### src/rtl/lanectrl_pause_gen_if.sv
// Request/handshake bundle between a tap-move requester and the pause sequencer.
// Also carries the pause and delay-cell strobes the sequencer drives outward.
interface lanectrl_pause_gen_if;
  logic       update_req;
  logic       update_dir;
  logic [7:0] update_steps;
  logic       update_ack;
  logic       busy;
  logic       hs_io_clk_pause;
  logic       delay_move;
  logic       delay_dir;

  modport master (
    output update_req,
    output update_dir,
    output update_steps,
    input  update_ack,
    input  busy,
    input  hs_io_clk_pause,
    input  delay_move,
    input  delay_dir
  );

  modport slave (
    input  update_req,
    input  update_dir,
    input  update_steps,
    output update_ack,
    output busy,
    output hs_io_clk_pause,
    output delay_move,
    output delay_dir
  );
endinterface

### src/rtl/lanectrl_pause_gen.sv
// Delay-update sequencer: holds HS_IO_CLK_PAUSE around a burst of spaced DELAY_MOVE strobes,
// then acknowledges the requester and enforces a pause-low guard interval.
module lanectrl_pause_gen #(
  parameter int unsigned PrePauseCycles  = 2,
  parameter int unsigned PostPauseCycles = 2,
  parameter int unsigned GuardCycles     = 4
) (
  input  logic                 clk_i,
  input  logic                 rst_i,
  lanectrl_pause_gen_if.slave  upd_io
);

  typedef enum logic [2:0] {
    StIdle,
    StPre,
    StMove,
    StSpace,
    StPost,
    StGuard
  } state_e;

  localparam logic [3:0] PreCnt   = 4'(PrePauseCycles);
  localparam logic [3:0] PostCnt  = 4'(PostPauseCycles);
  localparam logic [3:0] GuardCnt = 4'(GuardCycles);

  state_e     state_q, state_d;
  logic [7:0] steps_q, steps_d;
  logic [3:0] phase_q, phase_d;
  logic       dir_q, dir_d;
  logic       pause_q, pause_d;
  logic       move_q, move_d;
  logic       ack_q, ack_d;
  logic       busy_q, busy_d;

  always_comb begin
    state_d = state_q;
    steps_d = steps_q;
    phase_d = phase_q;
    dir_d   = dir_q;
    unique case (state_q)
      StIdle: begin
        if (upd_io.update_req) begin
          steps_d = upd_io.update_steps;
          dir_d   = upd_io.update_dir;
          phase_d = PreCnt;
          state_d = StPre;
        end
      end
      StPre: begin
        if (phase_q <= 4'd1) begin
          if (steps_q != 8'd0) begin
            state_d = StMove;
          end else begin
            state_d = StPost;
            phase_d = PostCnt;
          end
        end else begin
          phase_d = phase_q - 4'd1;
        end
      end
      StMove: begin
        steps_d = steps_q - 8'd1;
        state_d = StSpace;
      end
      StSpace: begin
        if (steps_q != 8'd0) begin
          state_d = StMove;
        end else begin
          state_d = StPost;
          phase_d = PostCnt;
        end
      end
      StPost: begin
        // Phase 0 is the ACK cycle: pause already low, busy still high.
        if (phase_q != 4'd0) begin
          phase_d = phase_q - 4'd1;
        end else if (GuardCnt != 4'd0) begin
          state_d = StGuard;
          phase_d = GuardCnt;
        end else begin
          state_d = StIdle;
        end
      end
      StGuard: begin
        if (phase_q <= 4'd1) begin
          state_d = StIdle;
        end else begin
          phase_d = phase_q - 4'd1;
        end
      end
      default: state_d = StIdle;
    endcase
  end

  // Outputs are decoded from the next state so every output is a plain flop.
  always_comb begin
    move_d  = (state_d == StMove);
    ack_d   = (state_d == StPost) && (phase_d == 4'd0);
    busy_d  = (state_d != StIdle);
    pause_d = busy_d && (state_d != StGuard) && !ack_d;
  end

  always_ff @(posedge clk_i or posedge rst_i) begin
    if (rst_i) begin
      state_q <= StIdle;
      steps_q <= 8'd0;
      phase_q <= 4'd0;
      dir_q   <= 1'b0;
      pause_q <= 1'b0;
      move_q  <= 1'b0;
      ack_q   <= 1'b0;
      busy_q  <= 1'b0;
    end else begin
      state_q <= state_d;
      steps_q <= steps_d;
      phase_q <= phase_d;
      dir_q   <= dir_d;
      pause_q <= pause_d;
      move_q  <= move_d;
      ack_q   <= ack_d;
      busy_q  <= busy_d;
    end
  end

  assign upd_io.update_ack      = ack_q;
  assign upd_io.busy            = busy_q;
  assign upd_io.hs_io_clk_pause = pause_q;
  assign upd_io.delay_move      = move_q;
  assign upd_io.delay_dir       = dir_q;

endmodule

### src/flat_wrapper.sv
// flat-port wrapper written by rule: the top's interface ports become plain ports
module lanectrl_pause_gen_flat 
#(
  parameter int unsigned PrePauseCycles  = 2,
  parameter int unsigned PostPauseCycles = 2,
  parameter int unsigned GuardCycles     = 4
)
  (clk_i, rst_i, upd_io_update_req, upd_io_update_dir, upd_io_update_steps, upd_io_update_ack, upd_io_busy, upd_io_hs_io_clk_pause, upd_io_delay_move, upd_io_delay_dir);
  lanectrl_pause_gen_if upd_io_i ();
  input  logic clk_i;
  input  logic rst_i;
  input wire logic [$bits(upd_io_i.update_req)-1:0] upd_io_update_req;
  input wire logic [$bits(upd_io_i.update_dir)-1:0] upd_io_update_dir;
  input wire logic [$bits(upd_io_i.update_steps)-1:0] upd_io_update_steps;
  output wire logic [$bits(upd_io_i.update_ack)-1:0] upd_io_update_ack;
  output wire logic [$bits(upd_io_i.busy)-1:0] upd_io_busy;
  output wire logic [$bits(upd_io_i.hs_io_clk_pause)-1:0] upd_io_hs_io_clk_pause;
  output wire logic [$bits(upd_io_i.delay_move)-1:0] upd_io_delay_move;
  output wire logic [$bits(upd_io_i.delay_dir)-1:0] upd_io_delay_dir;
  assign upd_io_i.update_req = upd_io_update_req;
  assign upd_io_i.update_dir = upd_io_update_dir;
  assign upd_io_i.update_steps = upd_io_update_steps;
  assign upd_io_update_ack = upd_io_i.update_ack;
  assign upd_io_busy = upd_io_i.busy;
  assign upd_io_hs_io_clk_pause = upd_io_i.hs_io_clk_pause;
  assign upd_io_delay_move = upd_io_i.delay_move;
  assign upd_io_delay_dir = upd_io_i.delay_dir;
  lanectrl_pause_gen #(.PrePauseCycles(PrePauseCycles), .PostPauseCycles(PostPauseCycles), .GuardCycles(GuardCycles)) u_core (.clk_i(clk_i), .rst_i(rst_i), .upd_io(upd_io_i));
endmodule
### config.mk
export PLATFORM = sky130hd
export DESIGN_NAME = lanectrl_pause_gen_flat
export DESIGN_NICKNAME = d
export VERILOG_FILES = /design/src/rtl/lanectrl_pause_gen_if.sv /design/src/rtl/lanectrl_pause_gen.sv /design/src/flat_wrapper.sv
export SDC_FILE = /design/constraint.sdc
export NUM_CORES = 1
export LEC_CHECK = 0
export ABC_AREA = 1
export ABC_CLOCK_PERIOD_IN_PS = 2440
export CORE_MARGIN = 8
export CORE_UTILIZATION = 41
export CTS_CLUSTER_SIZE = 16
export DETAILED_ROUTE_END_ITERATION = 12
export GPL_ROUTABILITY_DRIVEN = 0
export HOLD_SLACK_MARGIN = 0.12
export PLACE_DENSITY_LB_ADDON = 0.05
export RECOVER_POWER = 50
export SYNTH_ARGS = -nofsm -noshare
export SYNTH_HDL_FRONTEND = slang
export SYNTH_SLANG_ARGS = --single-unit
### constraint.sdc
create_clock -name clk_i -period 2.44 [get_ports clk_i]
set_clock_uncertainty 0.15 [all_clocks]
set_input_delay 0.61 -clock clk_i [delete_from_list [all_inputs] [get_ports clk_i]]
set_output_delay 0.61 -clock clk_i [all_outputs]
set_load 0.02 [all_outputs]
* Word-level counts from Yosys, hierarchy flattened *
Cells that the tools add are included.

word-level totals
  bits in latches = 0
  input port bits = 12
  memories = 0
  bits in writable memories = 0
  ROM bits = 0
  register bits after elaboration = 20
  word-level logic and storage cells = 46
  output and inout port bits = 5

operators by class
  muxes and demuxes = 14
  magnitude comparators = 1
  reductions and logical operators = 12
  divide/modulo/power cells = 0
  eq/ne operators = 9
  $mul = 0
  bitwise gates (word level) = 0
  shifts and indexed selects = 0
  $add $sub $neg = 2

operator list
  operator                                             count
  two-way mux 4 bit                                    5
  case mux 4 bit (5 select lines)                      1
  case mux 3 bit (6 select lines)                      1
  case mux 8 bit (2 select lines)                      1
  two-way mux 3 bit                                    5
  == test 3 x 2 -> 1 bit, second input constant        3
  == test 3 bit, second input constant                 3
  two-way mux 8 bit                                    1
  nonzero test 8 bit                                   1
  subtractor 8 x 1 -> 8 bit, second input constant     1
  <= comparator 4 x 1 -> 1 bit, second input constant  1
  zero test 4 bit                                      1
  AND reduction 2 bit                                  2
  nonzero test 4 bit                                   1
  subtractor 4 x 1 -> 4 bit, second input constant     1
  == test 3 x 1 -> 1 bit, second input constant        1
  logical AND 1 bit                                    3
  zero test 3 bit                                      1
  != test 3 bit, second input constant                 1
  nonzero test 3 bit                                   1
  != test 2 bit, second input constant                 1
  nonzero test 2 bit                                   1
  zero test 1 bit                                      1

* Logic depth before layout (Yosys ltp) *
Gate-level depths: netlist (run 1).

  word-level depth = 8
  gate-level depth with buffers = 13
  mapped depth without buffers = 13

* Worst setup path after synthesis (run 1) *
OpenSTA, ideal clock, no wires.

  kind = flip-flop to flip-flop
  from = register u_core.phase_q[1]
  to = register u_core.pause_q, in the netlist u_core.upd_io.hs_io_clk_pause
  arrival = 1.485 ns
  library setup time = 0.116 ns
  stages on the path, launching flop included = 14
  data required time = 2.174 ns
  buffers on the path = 0
  clock period less this slack = 1.751 ns
  path slack = 0.689 ns
  path through = dfrtp_1 > inv_1 > ha_1 > inv_1 > nand2_1 > nand2_1 > nand2_2 > nand2_1 > nand2_1 > nand2_1 > o21bai_1 > nand3_1 > nor2_2 > nor2_1

on the way
  longest elaborated chain between the ends = 7
  elaborated cells on any way between the ends = 21
  those cells by class = 1 x add/sub; 1 x order compare; 2 x eq/ne; 10 x mux; 7 x reduce/logical

ends and longest elaborated chain
  item                                                                                       RTL line                                                                      RTL
  from (decl)                                                                                lanectrl_pause_gen.sv:28                                                      logic [3:0] phase_q, phase_d;
  from (signal assigned)                                                                     lanectrl_pause_gen.sv:116                                                     phase_q <= phase_d;
  subtractor 4 x 1 -> 4 bit (tied with other cells)                                          lanectrl_pause_gen.sv:58, lanectrl_pause_gen.sv:76, lanectrl_pause_gen.sv:88
  two-way mux 4 bit (tied with other cells)                                                  lanectrl_pause_gen.sv:85                                                      if (phase_q <= 4'd1) begin
  case mux 4 bit (5 select lines) / case mux 3 bit (6 select lines) (equally long branches)  lanectrl_pause_gen.sv:40                                                      unique case (state_q)
  zero test 4 bit / == test 3 bit (equally long branches)                                    lanectrl_pause_gen.sv:98                                                      ack_d = (state_d == StPost) && (phase_d == 4'd0);
  logical AND 1 bit (*)                                                                      lanectrl_pause_gen.sv:98
  via u_core.ack_d                                                                           lanectrl_pause_gen.sv:32                                                      logic ack_q, ack_d;
  zero test 1 bit (*)                                                                        lanectrl_pause_gen.sv:100                                                     pause_d = busy_d && (state_d != StGuard) && !ack_d;
  logical AND 1 bit (*)                                                                      lanectrl_pause_gen.sv:100
  via u_core.pause_d                                                                         lanectrl_pause_gen.sv:30                                                      logic pause_q, pause_d;
  to (signal assigned)                                                                       lanectrl_pause_gen.sv:118                                                     pause_q <= pause_d;
  to (decl)                                                                                  lanectrl_pause_gen.sv:30

Mark *: on every way through the listed nets, which the timed path passes. The rest lies on a longest branch.
A chain may end at the register's enable or synchronous reset.

* Worst setup path after layout (run 1) *
Ends and elaborated chain as after synthesis.

==> reports/qor.csv, run 1 <==
stage;metric;value;unit
floorplanning;Die Y-Extent;70.49;um
synthesis;post-synthesis simple-gate area fraction;0.2806;
critical_path;WS Path Type;reg -> reg;
critical_path;CP Launch Type;flip-flop;
detailed_routing;DR vias/cell;5.174;
timing;Slew HR;0.2893;
critical_path;critical path buffer and inverter count;2;
timing;post-layout min period;2030;ps
cts;hold_buf cts;0;
cts;H-tree level count;1;
synthesis;post-synth top area share;0.4111;
global_routing;gr usage total;0.1125;
critical_path;slowest cell delay on critical path;410;ps
critical_path;most used cell, CP;nand2_1;
timing;Post-Route Setup TNS;0;ps
detailed_routing;Starting DRT DRC Count;44;
timing;Worst Max-Slew Pin Slew;1066;ps
cells_and_area;area delta synth->final;19.73;%
power;Flop pwr share;0.650;
power;clock network power share;0.299;
global_routing;largest net degree at the start of global routing;21;
cts;clock transition at the registers of the reported paths;100;ps
detailed_routing;routed via count;1102;
min_path;WHS Path Cells;2;
timing;final setup fails;0;
power;total power;0.5096;mW
power;Peak VDD IR;0.2752;mV
power;Comb power frac;0.051;
synthesis;post-synthesis xor/xnor area fraction;0.02878;
cts;TritonCTS buffer count;3;
detailed_routing;Detail Route Antenna Nets;0;
timing;Final Max Tran Viols;0;
cts;Post-CTS Setup Inserts;0;
critical_path;Worst setup EP type;flip-flop;
power;pwr/cell area;349.6;nW/um^2
detailed_routing;final WL;2.686;mm
timing;RSZ-0062 raised after global routing;false;
cts;Clk Latency, worst-skew pair;290;ps
cts;Sink Count;20;
global_routing;vias in the first global route;1068;
power;internal power;0.4046;mW
critical_path;worst r2r path cells;13;
synthesis;Yosys top cell by area;dfrtp_1;
synthesis;Area contributors post-synth;dfrtp_1 (41%), nand2_1 (10%), inv_1 (7.4%), o21ai_0 (5.3%), nor2_1 (4.6%);
synthesis;post-synthesis sequential area ratio;0.4111;
power;Psw;0.1050;mW
detailed_routing;Pre-Repair DR Iteration Count;4;
cts;Max Root-Sink Buffers;2;
synthesis;largest family of logic cells by synthesized area;simple AND/OR/NAND/NOR gates;
critical_path;crit path cell chain;inv_1 -> ha_1 -> inv_1 -> nand2_1 -> nand2_1 -> nand2_2 -> nand2_1 -> nand2_1 -> nand2_1 -> o21bai_1 -> nand3_1 -> nor2_2 -> nor2_1;
timing;Highest Clock Rate;492.7;MHz
power;switching share of power;0.2061;
synthesis;Post-Syn Area per Cell;7.609;um^2
timing;Final Cycle Share;0.8318;
floorplanning;row cnt;19;
detailed_routing;drt drc;0;
floorplanning;Initial Util;0.4377;
synthesis;Synth Area in Adders;0.04111;
critical_path;Crit path max-delay family;simple AND/OR/NAND/NOR gates;
synthesis;synth unique cells;27;
floorplanning;Core ar.;2781;um^2
synthesis;post-synthesis mux area share;0.009250;
floorplanning;Die Width;70.49;um
critical_path;Worst path depth;13;
placement;I/O Buffers;16;
cells_and_area;fin nets;200;
synthesis;synth warn;0;
power;Leak Pwr;0.7044;nW
placement;HPWL after DPL;2.127;mm
global_routing;initial antenna violation count;0;
cts;CTS tree;built;
synthesis;post-synthesis compound-gate area fraction;0.1459;
cells_and_area;Fill cells;283;
floorplanning;IO Pins;17;
floorplanning;DIE AREA;4969;um^2
cts;cell chosen for the clock root;clkbuf_4;
global_routing;first-pass GRT wire length;4.767;mm
critical_path;worst-path maximum fanout;5;
cells_and_area;n_diodes;0;
detailed_routing;wire length per cell;12.61;um
critical_path;worst path arrival time;2080;ps
synthesis;Cells after Synth;160;
cts;post_cts resized;0;
min_path;Hold Path Class;reg -> reg;
status;outcome;complete, no violations;
job;Max-cap violations;0;
critical_path;required time of the critical path;2490;ps
synthesis;Synthesized Nets;176;
synthesis;synthesized area;1217;um^2
timing;count of final hold-check violations;0;
synthesis;post-synthesis register bit count;20;
critical_path;slowest CP cell;dfrtp_1;
cells_and_area;layout cells sized above 1;0.1044;
global_routing;GRT overflow;0;
## worst register-to-register path, delay by kind of cell (launching register included)
family | cells | cell delay [ps]
flip-flops | 1 | 410
buffers and inverters | 2 | 190
adder cells (fa/ha/maj) | 1 | 200
AND/OR/NAND/NOR | 9 | 790
AO/OA/AOI/OAI | 1 | 180
## per-layer routing
metal	vias to the layer above	global-route usage	part of all wire
met5	-	0	0
met4	0	0.02679	0.011
met3	4	0.02119	0.038
li1	568	-	-
met2	22	0.1720	0.42
met1	508	0.1576	0.53
## area by class of cell
class | count | area (um^2) | share of cell area
sequential | 20 | 500.5 | 0.3433
multi-input combinational | 113 | 615.6 | 0.4223
inverter | 27 | 101.3 | 0.06953
tap | 31 | 38.79 | 0.02661
clock buffer | 3 | 22.52 | 0.01545
timing repair buffer | 19 | 178.9 | 0.1227
## path summary, 6_finish.rpt
kind / from / slack [ps] / endpoint
max: u_core.phase_q[1]$_DFF_PP0_ / 410 / u_core.upd_io.hs_io_clk_pause$_DFF_PP0_
min: u_core.steps_q[0]$_DFFE_PP0P_ / 370 / u_core.steps_q[0]$_DFFE_PP0P_
max reg2reg: u_core.phase_q[1]$_DFF_PP0_ / 410 / u_core.upd_io.hs_io_clk_pause$_DFF_PP0_
min reg2reg: u_core.steps_q[0]$_DFFE_PP0P_ / 370 / u_core.steps_q[0]$_DFFE_PP0P_
max in group asynchronous: rst_i / 580 / u_core.steps_q[2]$_DFFE_PP0P_
min in group asynchronous: rst_i / 920 / u_core.state_q[0]$_DFF_PP0_
## stage by stage
stage	worst slack [ps]	instance area [um^2]	hold slack, ps	instances	utilization
after floorplan	688.5	1217	319.9	160	-
after global placement	199.8	1439	338.3	210	0.5173
after detailed placement	175.1	1439	345.7	210	0.5173
after CTS	406.0	1461	372.2	213	0.5254
after global routing	146.2	1458	392.9	213	0.5241
final	410.3	1458	366.1	213	0.5241
## power by group through the flow
stage / clock, mW / sequential, mW / combinational (mW)
5_1_grt: 0.175 / 0.331 / 0.0292
6_report: 0.152 / 0.331 / 0.0261
4_1_cts: 0.161 / 0.331 / 0.0283
2_1_floorplan: 0 / 0.338 / 0.00604
3_3_place_gp: 0 / 0.338 / 0.0276
3_5_place_dp: 0 / 0.338 / 0.0282
## Yosys cell counts
master	instances
ha_1	4
dfrtp_1	20
nand4_1	2
nand2_2	2
nor3_1	2
xor2_1	2
nor3_4	1
o21bai_1	1
o22ai_1	1
o311ai_0	1
nor2_1	15
nand3_1	10
nand2_1	34
inv_1	24
o21ai_1	1
o211ai_1	5
inv_2	3
o21ai_2	1
nor2_2	5
a21oi_1	6
nand3b_1	1
o221ai_1	1
nor4_1	1
mux2_2	1
o21ai_0	13
xnor2_1	2
nand3b_2	1
## flip-flops by register name, summed over array words and instances, names as in the netlist
register / cells
u_core.upd_io.delay_dir: 1
u_core.phase_q: 4
u_core.upd_io.busy: 1
u_core.upd_io.delay_move: 1
u_core.upd_io.update_ack: 1
u_core.state_q: 3
u_core.steps_q: 8
u_core.upd_io.hs_io_clk_pause: 1
## cells by family after synthesis
kind of cell | after synthesis
compound gates | 30
buf+inv | 27
simple gates | 74
flops | 20
fa+ha+maj | 4
mux | 1
xor+xnor | 4
## cells in the final DEF (no fill, tap or decap)
| cell | n |
|---|---|
| a21oi_1 | 6 |
| buf_4 | 2 |
| clkbuf_1 | 1 |
| clkbuf_4 | 3 |
| clkdlybuf4s50_1 | 15 |
| dfrtp_1 | 20 |
| dlygate4sd3_1 | 1 |
| ha_1 | 4 |
| inv_1 | 24 |
| inv_2 | 3 |
| mux2_2 | 1 |
| nand2_1 | 34 |
| nand2_2 | 2 |
| nand3_1 | 10 |
| nand3b_1 | 1 |
| nand3b_2 | 1 |
| nand4_1 | 2 |
| nor2_1 | 15 |
| nor2_2 | 5 |
| nor3_1 | 2 |
| nor3_4 | 1 |
| nor4_1 | 1 |
| o211ai_1 | 5 |
| o21ai_0 | 13 |
| o21ai_1 | 1 |
| o21ai_2 | 1 |
| o21bai_1 | 1 |
| o221ai_1 | 1 |
| o22ai_1 | 1 |
| o311ai_0 | 1 |
| xnor2_1 | 2 |
| xor2_1 | 2 |
No activity file was read; power rests on OpenSTA's default activity.
==> inputs of run 2 (changes only) <==
--- a/config.mk
+++ b/config.mk
@@ -6,7 +6,7 @@
 export NUM_CORES = 1
 export LEC_CHECK = 0
 export ABC_AREA = 1
-export ABC_CLOCK_PERIOD_IN_PS = 2440
+export ABC_CLOCK_PERIOD_IN_PS = 1600
 export CORE_MARGIN = 8
 export CORE_UTILIZATION = 41
 export CTS_CLUSTER_SIZE = 16
==> constraint.sdc (replaced) <==
create_clock -name clk_i -period 1.6 [get_ports clk_i]
set_clock_uncertainty 0.15 [all_clocks]
set_input_delay 0.4 -clock clk_i [delete_from_list [all_inputs] [get_ports clk_i]]
set_output_delay 0.4 -clock clk_i [all_outputs]
set_load 0.02 [all_outputs]
==> reports/qor.csv, run 2 (same netlist as run 1, synthesis figures left out) <==
stage;metric;value;unit
cells_and_area;most common cell after layout, fill and taps aside;buf_4;
cts;Sink Count;20;
floorplanning;row cnt;19;
critical_path;Worst setup EP type;flip-flop;
timing;Final Cycle Share;1.149;
global_routing;M2 GR Usage;0.2465;
global_routing;GR peak layer;met2;
detailed_routing;DR vias/cell;5.100;
detailed_routing;routed via count;1331;
critical_path;Reg2Reg Capture Point;u_core.upd_io.hs_io_clk_pause$_DFF_PP0_;
global_routing;first-pass GRT wire length;6.327;mm
critical_path;r2r setup slk;-240;ps
placement;I/O Buffers;16;
floorplanning;Die Width;70.49;um
critical_path;worst path arrival time;1920;ps
critical_path;reg-to-reg startpoint;u_core.state_q[0]$_DFF_PP0_;
timing;Slew HR;0.6666;
timing;Highest Clock Rate;544.1;MHz
job;Max-cap violations;0;
floorplanning;Initial Util;0.4377;
status;outcome;finished, violations left;
detailed_routing;Pre-Repair DR Iteration Count;4;
placement;HPWL after DPL;2.527;mm
critical_path;worst r2r path cells;8;
global_routing;GRT overflow;0;
timing;count of final hold-check violations;0;
min_path;Hold Path Sink;u_core.upd_io.delay_dir$_DFFE_PP0P_;
global_routing;vias in the first global route;1440;
cts;Clk Latency, worst-skew pair;290;ps
power;pwr/cell area;406.9;nW/um^2
cts;Max Root-Sink Buffers;2;
global_routing;gr usage total;0.1505;
power;Peak VDD IR;0.3259;mV
detailed_routing;Starting DRT DRC Count;37;
detailed_routing;Detail Route Antenna Nets;0;
cts;clock transition at the registers of the reported paths;120;ps
timing;Final Max Tran Viols;0;
cts;cell chosen for the clock root;clkbuf_4;
cts;TritonCTS buffer count;3;
status;failing checks;setup timing;
floorplanning;Core ar.;2781;um^2
detailed_routing;final WL;3.510;mm
critical_path;required time of the critical path;1680;ps
timing;RSZ-0062 raised after global routing;true;
cts;H-tree level count;1;
floorplanning;Die Y-Extent;70.49;um
power;total power;0.7851;mW
min_path;WHS Path Cells;1;
cells_and_area;area delta synth->final;58.48;%
global_routing;initial antenna violation count;0;
cells_and_area;Largest Register;u_core.steps_q;
cells_and_area;layout cells sized above 1;0.4000;
timing;post-layout min period;1838;ps
floorplanning;DIE AREA;4969;um^2
critical_path;worst-path maximum fanout;6;
min_path;Min-Delay Startpoint;u_core.upd_io.delay_dir$_DFFE_PP0P_;
min_path;Hold Path Class;reg -> reg;
power;Leak Pwr;0.9600;nW
detailed_routing;drt drc;0;
global_routing;grt met3 use;0.02542;
global_routing;met1 Use GR;0.1965;
timing;Worst Max-Slew Pin Slew;500.2;ps
critical_path;CP Launch Type;flip-flop;
cells_and_area;most frequent cells in the layout;buf_4 (47), nand2_1 (28), dfrtp_1 (19);
timing;final setup fails;10;
cells_and_area;top flop regs;u_core.steps_q (8), u_core.phase_q (4), u_core.state_q (3);
placement;Placed Cells;247;
critical_path;WS Path Type;reg -> reg;
floorplanning;IO Pins;17;
cells_and_area;fin nets;248;
detailed_routing;wire length per cell;13.45;um
global_routing;largest net degree at the start of global routing;21;
cts;CTS tree;built;
cells_and_area;max reg flops;8;
timing;Post-Route Setup TNS;-992.3;ps
timing;setup ws final;-237.8;ps
cells_and_area;Finished Layout Cells;261;
cells_and_area;n_diodes;0;
## run 2: worst max-delay path by stage
stage | from | endpoint | cells past startpoint
floorplan | u_core.phase_q[0]$_DFF_PP0_ | u_core.upd_io.hs_io_clk_pause$_DFF_PP0_ | 13
CTS | u_core.phase_q[1]$_DFF_PP0_ | u_core.upd_io.hs_io_clk_pause$_DFF_PP0_ | 12
global route | u_core.phase_q[1]$_DFF_PP0_ | u_core.upd_io.hs_io_clk_pause$_DFF_PP0_ | 13
global placement | upd_io_update_req | u_core.upd_io.hs_io_clk_pause$_DFF_PP0_ | 8
finish | u_core.state_q[0]$_DFF_PP0_ | u_core.upd_io.hs_io_clk_pause$_DFF_PP0_ | 8
detailed placement | upd_io_update_req | u_core.upd_io.hs_io_clk_pause$_DFF_PP0_ | 8
## run 2: metrics by stage
step | area, um^2 | setup WS, ps | utilization | hold slack, ps
after floorplan | 1232 | -82.29 | - | 213.8
after global routing | 1929 | -372.8 | 0.6937 | 410.8
after CTS | 1879 | -211.6 | 0.6757 | 275.8
final | 1929 | -237.8 | 0.6937 | 373.2
after global placement | 1732 | -412.6 | 0.6226 | 341.5
after detailed placement | 1732 | -416.5 | 0.6226 | 342.7
## run 2: per-layer routing
layer / wire (um) / up-vias
met5: 0 / -
met4: 69 / 0
met3: 237 / 12
met2: 1664 / 48
met1: 1538 / 607
li1: - / 664
## run 2: worst max-delay path: stages (launching register included)
cell and delay (ps):
dfrtp_1 490, nor2_2 270, nand2_1 170, nor2_2 220
nand3b_4 180, nor2_4 50, nand2_1 70, nand3b_1 70
nor2_1 110
## run 2: power by group
part	leakage, nW	switching [mW]	total [mW]	internal, mW
registers	0.233	0	0.505	0.505
clock network	0.0138	0.152	0.239	0.0875
logic	0.713	0.0167	0.0406	0.0240
## run 2: area by class of cell
class,count,area (um^2)
Fill cell,233,852.1
Clock buffer,3,22.52
Timing Repair Buffer,66,534.3
Tap cell,31,38.79
Multi-Input combinational cell,113,720.7
Inverter,27,103.9
Timing Repair inverter,1,7.507
Sequential cell,20,501.7
## run 2: timing repair
action | in CTS | in global routing
buffers inserted | 9 | 2
pin swaps | 9 | 9
endpoints found under the setup margin | 19 | 18
hold buffers | 0 | 0
gates cloned | 0 | 1
gates resized for setup | 28 | 12
==> inputs of run 3 (changes only) <==
--- a/config.mk
+++ b/config.mk
@@ -5,7 +5,6 @@
 export SDC_FILE = /design/constraint.sdc
 export NUM_CORES = 1
 export LEC_CHECK = 0
-export ABC_AREA = 1
 export ABC_CLOCK_PERIOD_IN_PS = 1600
 export CORE_MARGIN = 8
 export CORE_UTILIZATION = 41
@@ -15,6 +14,7 @@
 export HOLD_SLACK_MARGIN = 0.12
 export PLACE_DENSITY_LB_ADDON = 0.05
 export RECOVER_POWER = 50
+export SKIP_CTS_REPAIR_TIMING = 1
 export SYNTH_ARGS = -nofsm -noshare
 export SYNTH_HDL_FRONTEND = slang
 export SYNTH_SLANG_ARGS = --single-unit
==> reports/qor.csv, run 3 <==
stage;metric;value;unit
floorplanning;DIE AREA;4957;um^2
cts;TritonCTS buffer count;3;
detailed_routing;routed via count;1237;
status;outcome;finished, violations left;
cts;Clk Latency, worst-skew pair;290;ps
synthesis;synth unique cells;45;
global_routing;largest net degree at the start of global routing;21;
timing;Post-Route Setup TNS;-3843;ps
detailed_routing;drt drc;0;
power;total power;3.136;mW
cells_and_area;Largest Register;u_core.steps_q;
synthesis;Cells after Synth;128;
detailed_routing;Pre-Repair DR Iteration Count;4;
timing;final setup fails;18;
synthesis;most common cell in the synthesized netlist;dfrtp_1;
cells_and_area;top flop regs;u_core.steps_q (8), u_core.phase_q (4), u_core.state_q (3);
placement;worst slack at placement;-609.8;ps
synthesis;Area contributors post-synth;dfrtp_1 (41%), a21oi_1 (4.5%), ha_1 (4.1%), nand2_1 (3.4%), inv_1 (3.1%);
synthesis;EDFF count, synth;0;
cts;CTS tree;built;
synthesis;Yosys top cell by area;dfrtp_1;
cells_and_area;most common cell after layout, fill and taps aside;buf_4;
placement;Placed Cells;220;
floorplanning;IO Pins;17;
critical_path;required time of the critical path;1650;ps
cts;Max Root-Sink Buffers;2;
critical_path;worst-path maximum fanout;4;
power;Peak VDD IR;1.312;mV
timing;count of final hold-check violations;0;
job;Max-cap violations;0;
cells_and_area;layout cells sized above 1;0.4462;
synthesis;post-synth top area share;0.4124;
synthesis;Synthesized Nets;144;
timing;Worst Max-Slew Pin Slew;493.0;ps
cells_and_area;fin util;0.7063;
synthesis;async set or reset register ratio after synthesis;1.000;
global_routing;gr usage total;0.1391;
critical_path;CP Launch Type;flip-flop;
global_routing;vias in the first global route;1292;
cts;Sink Count;20;
cells_and_area;max reg flops;8;
timing;Final Cycle Share;1.295;
cts;clock transition at the registers of the reported paths;100;ps
cts;H-tree level count;1;
critical_path;worst path arrival time;2120;ps
placement;HPWL after DPL;2.599;mm
synthesis;Commonest cells post-synth;dfrtp_1 (20), a21oi_1 (11), nand2_1 (11);
cells_and_area;area delta synth->final;61.86;%
critical_path;r2r setup slk;-470;ps
detailed_routing;wire length per cell;16.04;um
min_path;Hold Path Class;reg -> reg;
cells_and_area;n_diodes;0;
cells_and_area;most frequent cells in the layout;buf_4 (46), dfrtp_1 (20), nand2_1 (11);
status;failing checks;setup timing;
detailed_routing;Detail Route Antenna Nets;0;
floorplanning;row cnt;19;
cts;cell chosen for the clock root;clkbuf_4;
global_routing;GRT overflow;0;
critical_path;WS Path Type;reg -> reg;
cells_and_area;Finished Layout Cells;226;
timing;Highest Clock Rate;482.5;MHz
floorplanning;Initial Util;0.4363;
synthesis;Synth Flop Type;dfrtp_1;
synthesis;post-synthesis sequential area ratio;0.4124;
timing;RSZ-0062 raised after global routing;true;
power;pwr/cell area;1597;nW/um^2
power;Leak Pwr;0.9319;nW
critical_path;Crit path max-delay family;simple AND/OR/NAND/NOR gates;
critical_path;slowest CP cell;dfrtp_1;
critical_path;critical path buffer and inverter count;1;
timing;Final Max Tran Viols;0;
global_routing;first-pass GRT wire length;5.699;mm
synthesis;Post-Syn Area per Cell;9.482;um^2
critical_path;slowest cell delay on critical path;420;ps
floorplanning;Die Y-Extent;70.41;um
cells_and_area;fin nets;213;
synthesis;post-synthesis register bit count;20;
timing;post-layout min period;2073;ps
critical_path;Worst setup EP type;flip-flop;
detailed_routing;Starting DRT DRC Count;86;
synthesis;synth warn;0;
synthesis;synthesized area;1214;um^2
floorplanning;Core ar.;2781;um^2
global_routing;initial antenna violation count;0;
detailed_routing;final WL;3.625;mm
detailed_routing;DR vias/cell;5.473;
placement;I/O Buffers;16;
timing;Slew HR;0.6714;
timing;setup ws final;-472.7;ps
critical_path;crit path cell chain;ha_2 -> or2_4 -> a31oi_4 -> buf_6 -> nor2_4 -> nor3_2 -> and4_4 -> nor2_2;
floorplanning;Die Width;70.41;um
run 3: cell types whose count changed after synthesis, moves of 3 or more:
cell / change
inv_2: -3
inv_1: -14
nand2_1: -23
o21ai_0: -8
o211ai_1: -5
nor2_1: -5
a21oi_1: +5
nor2_2: -4
buf_2: +4
a21o_1: +3
nand3_1: -9
run 3: where the power goes:
part           internal, mW  switching [mW]  total, mW
Sequential            0.687           0.163      0.850
Combinational          1.07           0.982       2.05
Clock                0.0877           0.144      0.231
run 3: cell families (layout without fill, tap and decap cells):
kind of cell               after synthesis  after routing  synth area share
and+or+nand+nor                         45             45            0.2186
AOI/OAI and AO/OA                       41             41            0.2484
DFF                                     20             20            0.4124
buffers and inverters                   15             82           0.05670
adders and majority gates                4              4           0.04124
xor gates and xnor gates                 2              2           0.01444
muxes                                    1              1          0.008248
run 3: worst reg2reg max path: cells and delay by family (launching register included):
kind            cells  cell delay (ps)
compound gates      1              270
fa+ha+maj           1              200
buf+inv             1              150
flops               1              420
simple gates        5              790
run 3: path summary, 6_finish.rpt:
| kind | from | endpoint | cells after the start |
|---|---|---|---|
| min reg2reg | u_core.upd_io.delay_dir$_DFFE_PP0P_ | u_core.upd_io.delay_dir$_DFFE_PP0P_ | 2 |
| min | u_core.upd_io.delay_dir$_DFFE_PP0P_ | u_core.upd_io.delay_dir$_DFFE_PP0P_ | 2 |
| min in group asynchronous | rst_i | u_core.steps_q[6]$_DFFE_PP0P_ | 3 |
| max reg2reg | u_core.phase_q[0]$_DFF_PP0_ | u_core.upd_io.hs_io_clk_pause$_DFF_PP0_ | 8 |
| max in group asynchronous | rst_i | u_core.steps_q[7]$_DFFE_PP0P_ | 3 |
| max | u_core.phase_q[0]$_DFF_PP0_ | u_core.upd_io.hs_io_clk_pause$_DFF_PP0_ | 8 |
run 3: metrics by stage:
stage | hold slack (ps) | instance area, um^2
finish | 351.4 | 1964
global route | 377.4 | 1964
CTS | 289.7 | 1833
detailed placement | 319.4 | 1810
global placement | 324.9 | 1810
floorplan | 213.8 | 1267
run 3: layout make-up:
class | instances | area (um^2)
clock buffers | 3 | 22.52
fillers | 229 | 817.0
inverters | 10 | 37.54
multi-input cells | 93 | 772.0
flip-flops and latches | 20 | 500.5
well taps | 31 | 38.79
repair buffers | 69 | 593.1
run 3: routing by layer:
layer  GRT usage  vias up  part of all wire
met1      0.1696      591              0.42
met3     0.04520        4             0.061
met5           0        -                 0
met2      0.2294       35              0.51
li1            -      607                 -
met4     0.03348        0            0.0083
